<file path="src/rtl/ascon_fsm_ctrl.sv">
// ASCON-128 encryption sequencing FSM: round index, state enable, XOR/capture
// enables and AD/PT block handshake for Init, AD, PT and Finalisation phases.
//
// Ports:
//   clock_i, reset_i (async, active-high)
//   start_i           : start one message (IDLE only)
//   data_valid_i      : AD/PT block present on datapath input
//   data_ready_o      : waiting for a block
//   round_o           : round index to the permutation
//   enable_o          : state register update enable
//   sel_init_o        : permutation input = IV||K||N
//   en_xor_*_o        : XOR enables around the round
//   en_cipher_o       : capture ciphertext
//   cipher_valid_o    : ciphertext register fresh (pulse)
//   en_tag_o          : capture tag
//   tag_valid_o       : tag valid (pulse)
//   busy_o, done_o    : message in flight / complete
module ascon_fsm_ctrl #(
  parameter int NB_AD_BLOCKS = 1,
  parameter int NB_PT_BLOCKS = 3
) (
  input  logic       clock_i,
  input  logic       reset_i,
  input  logic       start_i,
  input  logic       data_valid_i,
  output logic       data_ready_o,
  output logic [3:0] round_o,
  output logic       enable_o,
  output logic       sel_init_o,
  output logic       en_xor_data_begin_o,
  output logic       en_xor_key_begin_o,
  output logic       en_xor_key_end_o,
  output logic       en_xor_lsb_end_o,
  output logic       en_cipher_o,
  output logic       cipher_valid_o,
  output logic       en_tag_o,
  output logic       tag_valid_o,
  output logic       busy_o,
  output logic       done_o
);

  localparam int NB_MAX =
    (NB_AD_BLOCKS > NB_PT_BLOCKS) ? NB_AD_BLOCKS : NB_PT_BLOCKS;
  localparam int BW = (NB_MAX > 1) ? $clog2(NB_MAX) : 1;

  localparam logic [BW-1:0] LAST_AD = BW'(NB_AD_BLOCKS - 1);
  localparam logic [BW-1:0] LAST_PT = BW'(NB_PT_BLOCKS - 1);

  typedef enum logic [2:0] {
    S_IDLE,
    S_INIT,
    S_WAIT_AD,
    S_AD,
    S_WAIT_PT,
    S_PT,
    S_FINAL,
    S_END
  } state_t;

  state_t        state_q, state_nx;
  logic [3:0]    rnd_q, rnd_nx;
  logic [BW-1:0] blk_q, blk_nx;
  logic          cv_q;
  logic          last_rnd;
  logic          last_ad;
  logic          last_pt;

  assign last_rnd = (rnd_q == 4'd11);
  assign last_ad  = (blk_q == LAST_AD);
  assign last_pt  = (blk_q == LAST_PT);

  always_ff @(posedge clock_i or posedge reset_i) begin
    if (reset_i) begin
      state_q <= S_IDLE;
      rnd_q   <= 4'd0;
      blk_q   <= '0;
      cv_q    <= 1'b0;
    end else begin
      state_q <= state_nx;
      rnd_q   <= rnd_nx;
      blk_q   <= blk_nx;
      cv_q    <= en_cipher_o;
    end
  end

  assign cipher_valid_o = cv_q;

  always_comb begin
    state_nx            = state_q;
    rnd_nx              = rnd_q;
    blk_nx              = blk_q;
    data_ready_o        = 1'b0;
    round_o             = 4'd0;
    enable_o            = 1'b0;
    sel_init_o          = 1'b0;
    en_xor_data_begin_o = 1'b0;
    en_xor_key_begin_o  = 1'b0;
    en_xor_key_end_o    = 1'b0;
    en_xor_lsb_end_o    = 1'b0;
    en_cipher_o         = 1'b0;
    en_tag_o            = 1'b0;
    tag_valid_o         = 1'b0;
    done_o              = 1'b0;
    busy_o              = 1'b1;

    unique case (state_q)
      S_IDLE: begin
        busy_o = 1'b0;
        // Accept cycle is already round 0 of the init permutation.
        if (start_i && !reset_i) begin
          busy_o     = 1'b1;
          enable_o   = 1'b1;
          sel_init_o = 1'b1;
          rnd_nx     = 4'd1;
          blk_nx     = '0;
          state_nx   = S_INIT;
        end
      end
      S_INIT: begin
        round_o  = rnd_q;
        enable_o = 1'b1;
        if (last_rnd) begin
          en_xor_key_end_o = 1'b1;
          rnd_nx           = 4'd0;
          state_nx         = S_WAIT_AD;
        end else begin
          rnd_nx = rnd_q + 4'd1;
        end
      end
      S_WAIT_AD: begin
        data_ready_o = 1'b1;
        round_o      = 4'd6;
        if (data_valid_i) begin
          enable_o            = 1'b1;
          en_xor_data_begin_o = 1'b1;
          rnd_nx              = 4'd7;
          state_nx            = S_AD;
        end
      end
      S_AD: begin
        round_o  = rnd_q;
        enable_o = 1'b1;
        if (last_rnd) begin
          rnd_nx = 4'd0;
          if (last_ad) begin
            en_xor_lsb_end_o = 1'b1;
            blk_nx           = '0;
            state_nx         = S_WAIT_PT;
          end else begin
            blk_nx   = blk_q + 1'b1;
            state_nx = S_WAIT_AD;
          end
        end else begin
          rnd_nx = rnd_q + 4'd1;
        end
      end
      S_WAIT_PT: begin
        data_ready_o = 1'b1;
        // Last PT block is absorbed by the first p12 round of finalisation.
        round_o      = last_pt ? 4'd0 : 4'd6;
        if (data_valid_i) begin
          enable_o            = 1'b1;
          en_xor_data_begin_o = 1'b1;
          en_cipher_o         = 1'b1;
          if (last_pt) begin
            en_xor_key_begin_o = 1'b1;
            rnd_nx             = 4'd1;
            state_nx           = S_FINAL;
          end else begin
            rnd_nx   = 4'd7;
            state_nx = S_PT;
          end
        end
      end
      S_PT: begin
        round_o  = rnd_q;
        enable_o = 1'b1;
        if (last_rnd) begin
          rnd_nx   = 4'd0;
          blk_nx   = blk_q + 1'b1;
          state_nx = S_WAIT_PT;
        end else begin
          rnd_nx = rnd_q + 4'd1;
        end
      end
      S_FINAL: begin
        round_o  = rnd_q;
        enable_o = 1'b1;
        if (last_rnd) begin
          en_xor_key_end_o = 1'b1;
          en_tag_o         = 1'b1;
          rnd_nx           = 4'd0;
          state_nx         = S_END;
        end else begin
          rnd_nx = rnd_q + 4'd1;
        end
      end
      S_END: begin
        tag_valid_o = 1'b1;
        done_o      = 1'b1;
        rnd_nx      = 4'd0;
        blk_nx      = '0;
        state_nx    = S_IDLE;
      end
    endcase
  end

endmodule

</file>
<file path="config.mk">
export PLATFORM = sky130hd
export DESIGN_NAME = ascon_fsm_ctrl
export DESIGN_NICKNAME = d
export VERILOG_FILES = /design/src/rtl/ascon_fsm_ctrl.sv
export SDC_FILE = /design/constraint.sdc
export NUM_CORES = 1
export LEC_CHECK = 0
export CAP_MARGIN = 25
export CORE_MARGIN = 4
export CORE_UTILIZATION = 54
export CTS_BUF_LIST = sky130_fd_sc_hd__clkbuf_2 sky130_fd_sc_hd__clkbuf_4 sky130_fd_sc_hd__clkbuf_8
export DETAILED_ROUTE_END_ITERATION = 6
export PLACE_DENSITY = 0.91
export SLEW_MARGIN = 20
export SYNTH_ARGS = -nofsm -noshare
export SYNTH_HDL_FRONTEND = slang
export SYNTH_SLANG_ARGS = --single-unit
</file>
<file path="constraint.sdc">
create_clock -name clock_i -period 3.6 [get_ports clock_i]
set_clock_uncertainty 0.15 [all_clocks]
set_input_delay 0.72 -clock clock_i [delete_from_list [all_inputs] [get_ports clock_i]]
set_output_delay 0.72 -clock clock_i [all_outputs]
set_load 0.02 [all_outputs]
</file>
==> flow_summary.yaml <==
status:
  status: "completed"
cts:
  cts_setup_buffers: 0
  cts_buffers: 3
  cts_buffer_depth: 2
  clk_pin_slew_ps: 80
  cts.htree.levels: 1
  cts_root_buf: "clkbuf_4"
  clock_sinks: 10
  hold_buffers: 0
  cts_resized: 0
  cts_tree: "done"
  clk_latency_ps: 280
floorplanning:
  ios: 21
  coreArea_sq_mm: 0.00151
  fp.dieW_microns: 48.0
  die_area_sq_mm: 0.00231
  die_h_microns: 48.0
  start_util_pct: 57.4
  rows: 14
worst_setup_path:
  start_kind: "input pin"
  r2r-end: "rnd_q[3]"
  path_class: "in2out"
  r2r_cells: 4
  critical_path.top_delay_family: "buffers and inverters"
  crit_arrival_ps: 2500
  worstPathMaxFanout: 2
  critPathCaptureType: "output port"
  cp_common_cell: "clkdlybuf4s50_1"
  crit_chain: "clkdlybuf4s50_1 -> or3b_4 -> a32oi_1 -> clkdlybuf4s50_1"
  critPathSlowestCell: "clkdlybuf4s50_1"
  reg2reg_from: "state_q[1]"
  crit_buf_inv: 2
  cp.required_ps: 2730
  slowest_delay_ps: 660
  path_depth: 4
  r2r_slack_ps: 1600
min_path:
  worstHoldEndpoint: "blk_q[0]"
  min_from: "blk_q[0]"
  hold_class: "reg2reg"
  min_path_cells: 1
sta:
  min_period_over_period_pct: 93.7
  hold_viol: 0
  holdWs_ps: 366
  setup_viol: 0
  setup_tns_ps: 0
  drv_slew: 0
  rsz0062_at_grt: "no"
  tightestPinTransition_ps: 552
  fmax_mhz: 297
  slew_headroom_pct: 63.2
  period_minus_slack_ps: 3370
pwr:
  power_frac_comb_pct: 62.9
  switchingPower_uw: 428
  ir_drop_v: 0.000552
  power.density_mw_per_mm2: 842
  p_seq_share_pct: 25.1
  p_leak_uw: 0.000439
  p_int_uw: 474
  sw_frac_of_total_pct: 47.4
  p_clk_share_pct: 12.0
synthesis:
  ys.flop_type: "dfrtp_1"
  synthCells: 110
  syn_nets: 117
  syn_avg_cell_area_sq_um: 7.86
  synth_seq_cells: 10
  synth_warnings: 0
  synth_seq_area_share_pct: 28.9
  synth_cell_types: 37
  async_flop_share_pct: 100
  synth_area_sq_um: 865
  synth_edf_count: 0
grt:
  grt_pass1_vias: 725
  grtUsageTotal_pct: 19.7
  grt_max_degree: 21
  grt_overflow: 0
  grt_pass1_wl_mm: 3.19
  antenna_found_initial: 0
routing:
  drt-total-wl_mm: 2.05
  vias: 859
  first_pass_iters: 5
  drtAntennaViolNets: 0
  drtIter0Drc: 55
  vias_per_cell: 6.05
  wl_per_cell_microns: 14.4
  drc: 0
placed_design:
  globalplace.congestion: 0.856
  port_buffers: 20
  dp.final_hpwl_mm: 1.49
final_layout:
  diodes: 0
  area_growth_pct: 23.9
  drive_gt1_share_pct: 9.52
  nets: 134
job:
  maxCapViolCount: 0
-- worst max-delay path by stage --
| stage | slack (ps) | endpoint | from |
|---|---|---|---|
| final | 230 | enable_o | start_i |
| after global placement | 250 | enable_o | start_i |
| after detailed placement | 220 | enable_o | start_i |
| after CTS | 220 | enable_o | start_i |
| after global routing | 150 | enable_o | start_i |
| after floorplan | 1180 | enable_o | reset_i |
-- through the flow --
| step | utilization, % | instances | worst slack (ps) | area, sq um | power (uW) |
|---|---|---|---|---|---|
| global route | 71.1 | 142 | 151 | 1070 | 966 |
| floorplan | - | 110 | 1180 | 865 | 629 |
| global placement | 68.7 | 138 | 246 | 1030 | 768 |
| detailed placement | 68.7 | 138 | 217 | 1030 | 787 |
| CTS | 71.1 | 142 | 223 | 1070 | 897 |
| finish | 71.1 | 142 | 227 | 1070 | 902 |
-- cells in the mapped netlist (3+ instances only) --
cell type	number	share of area, %
nor3_1	6	3.5
ha_1	3	4.3
a21oi_1	8	4.6
o21ai_0	4	2.3
clkbuf_1	3	1.3
nor2_1	16	6.9
buf_4	4	3.5
nor2b_1	4	2.9
inv_1	8	3.5
dfrtp_1	10	29
nand2_1	9	3.9
-- layer usage --
metal	up-vias	part of all wire (%)	track usage, %
met5	-	0	0
met1	399	43	26.2
met2	38	49	30.9
li1	419	-	-
met3	3	7.4	6.02
met4	0	0.39	5.38
-- cell type report --
cell class | instances | area [sq um]
inverter | 8 | 30.0
tap | 16 | 20.0
multi-input combinational | 83 | 527
fill | 113 | 435
sequential | 10 | 250
clock buffer | 4 | 36.3
timing repair buffer | 21 | 208
-- cell usage in the layout (no fill, tap or decap), types with 2 or more instances in the layout --
cell type and count:
clkdlybuf4s50_1 20, nor2_1 16, dfrtp_1 10, nand2_1 9, a21oi_1 8, inv_1 8
nor3_1 6, o21ai_0 4, nor2b_1 4, ha_1 3, clkbuf_4 3, nor3b_1 2
xnor2_1 2, o22ai_1 2, o2bb2ai_1 2, a32oi_1 2, nand3_1 2, a21o_1 2
nor4_1 2, a22o_1 2
-- cell families (layout without fill, tap and decap cells) --
family          count (synthesis)  in the layout  synth area share, %
xor+xnor                        2              2                 2.03
flops                          10             10                 28.9
simple gates                   48             48                 29.2
compound gates                 28             28                 22.3
mux                             2              2                 3.04
buf+inv                        17             33                 10.1
fa+ha+maj                       3              3                 4.34
-- sequential cells by signal, summed over array words and instances (netlist names) --
register,flops
blk_q,2
cipher_valid_o,1
rnd_q,4
state_q,3
-- power groups by stage --
stage	logic, uW	clock network [uW]	registers, uW
5_1_grt	616	118	233
6_report	568	108	227
3_5_place_dp	562	0	225
3_3_place_gp	549	0	220
4_1_cts	567	108	223
2_1_floorplan	453	0	176
(Power assumes the default switching activity.)
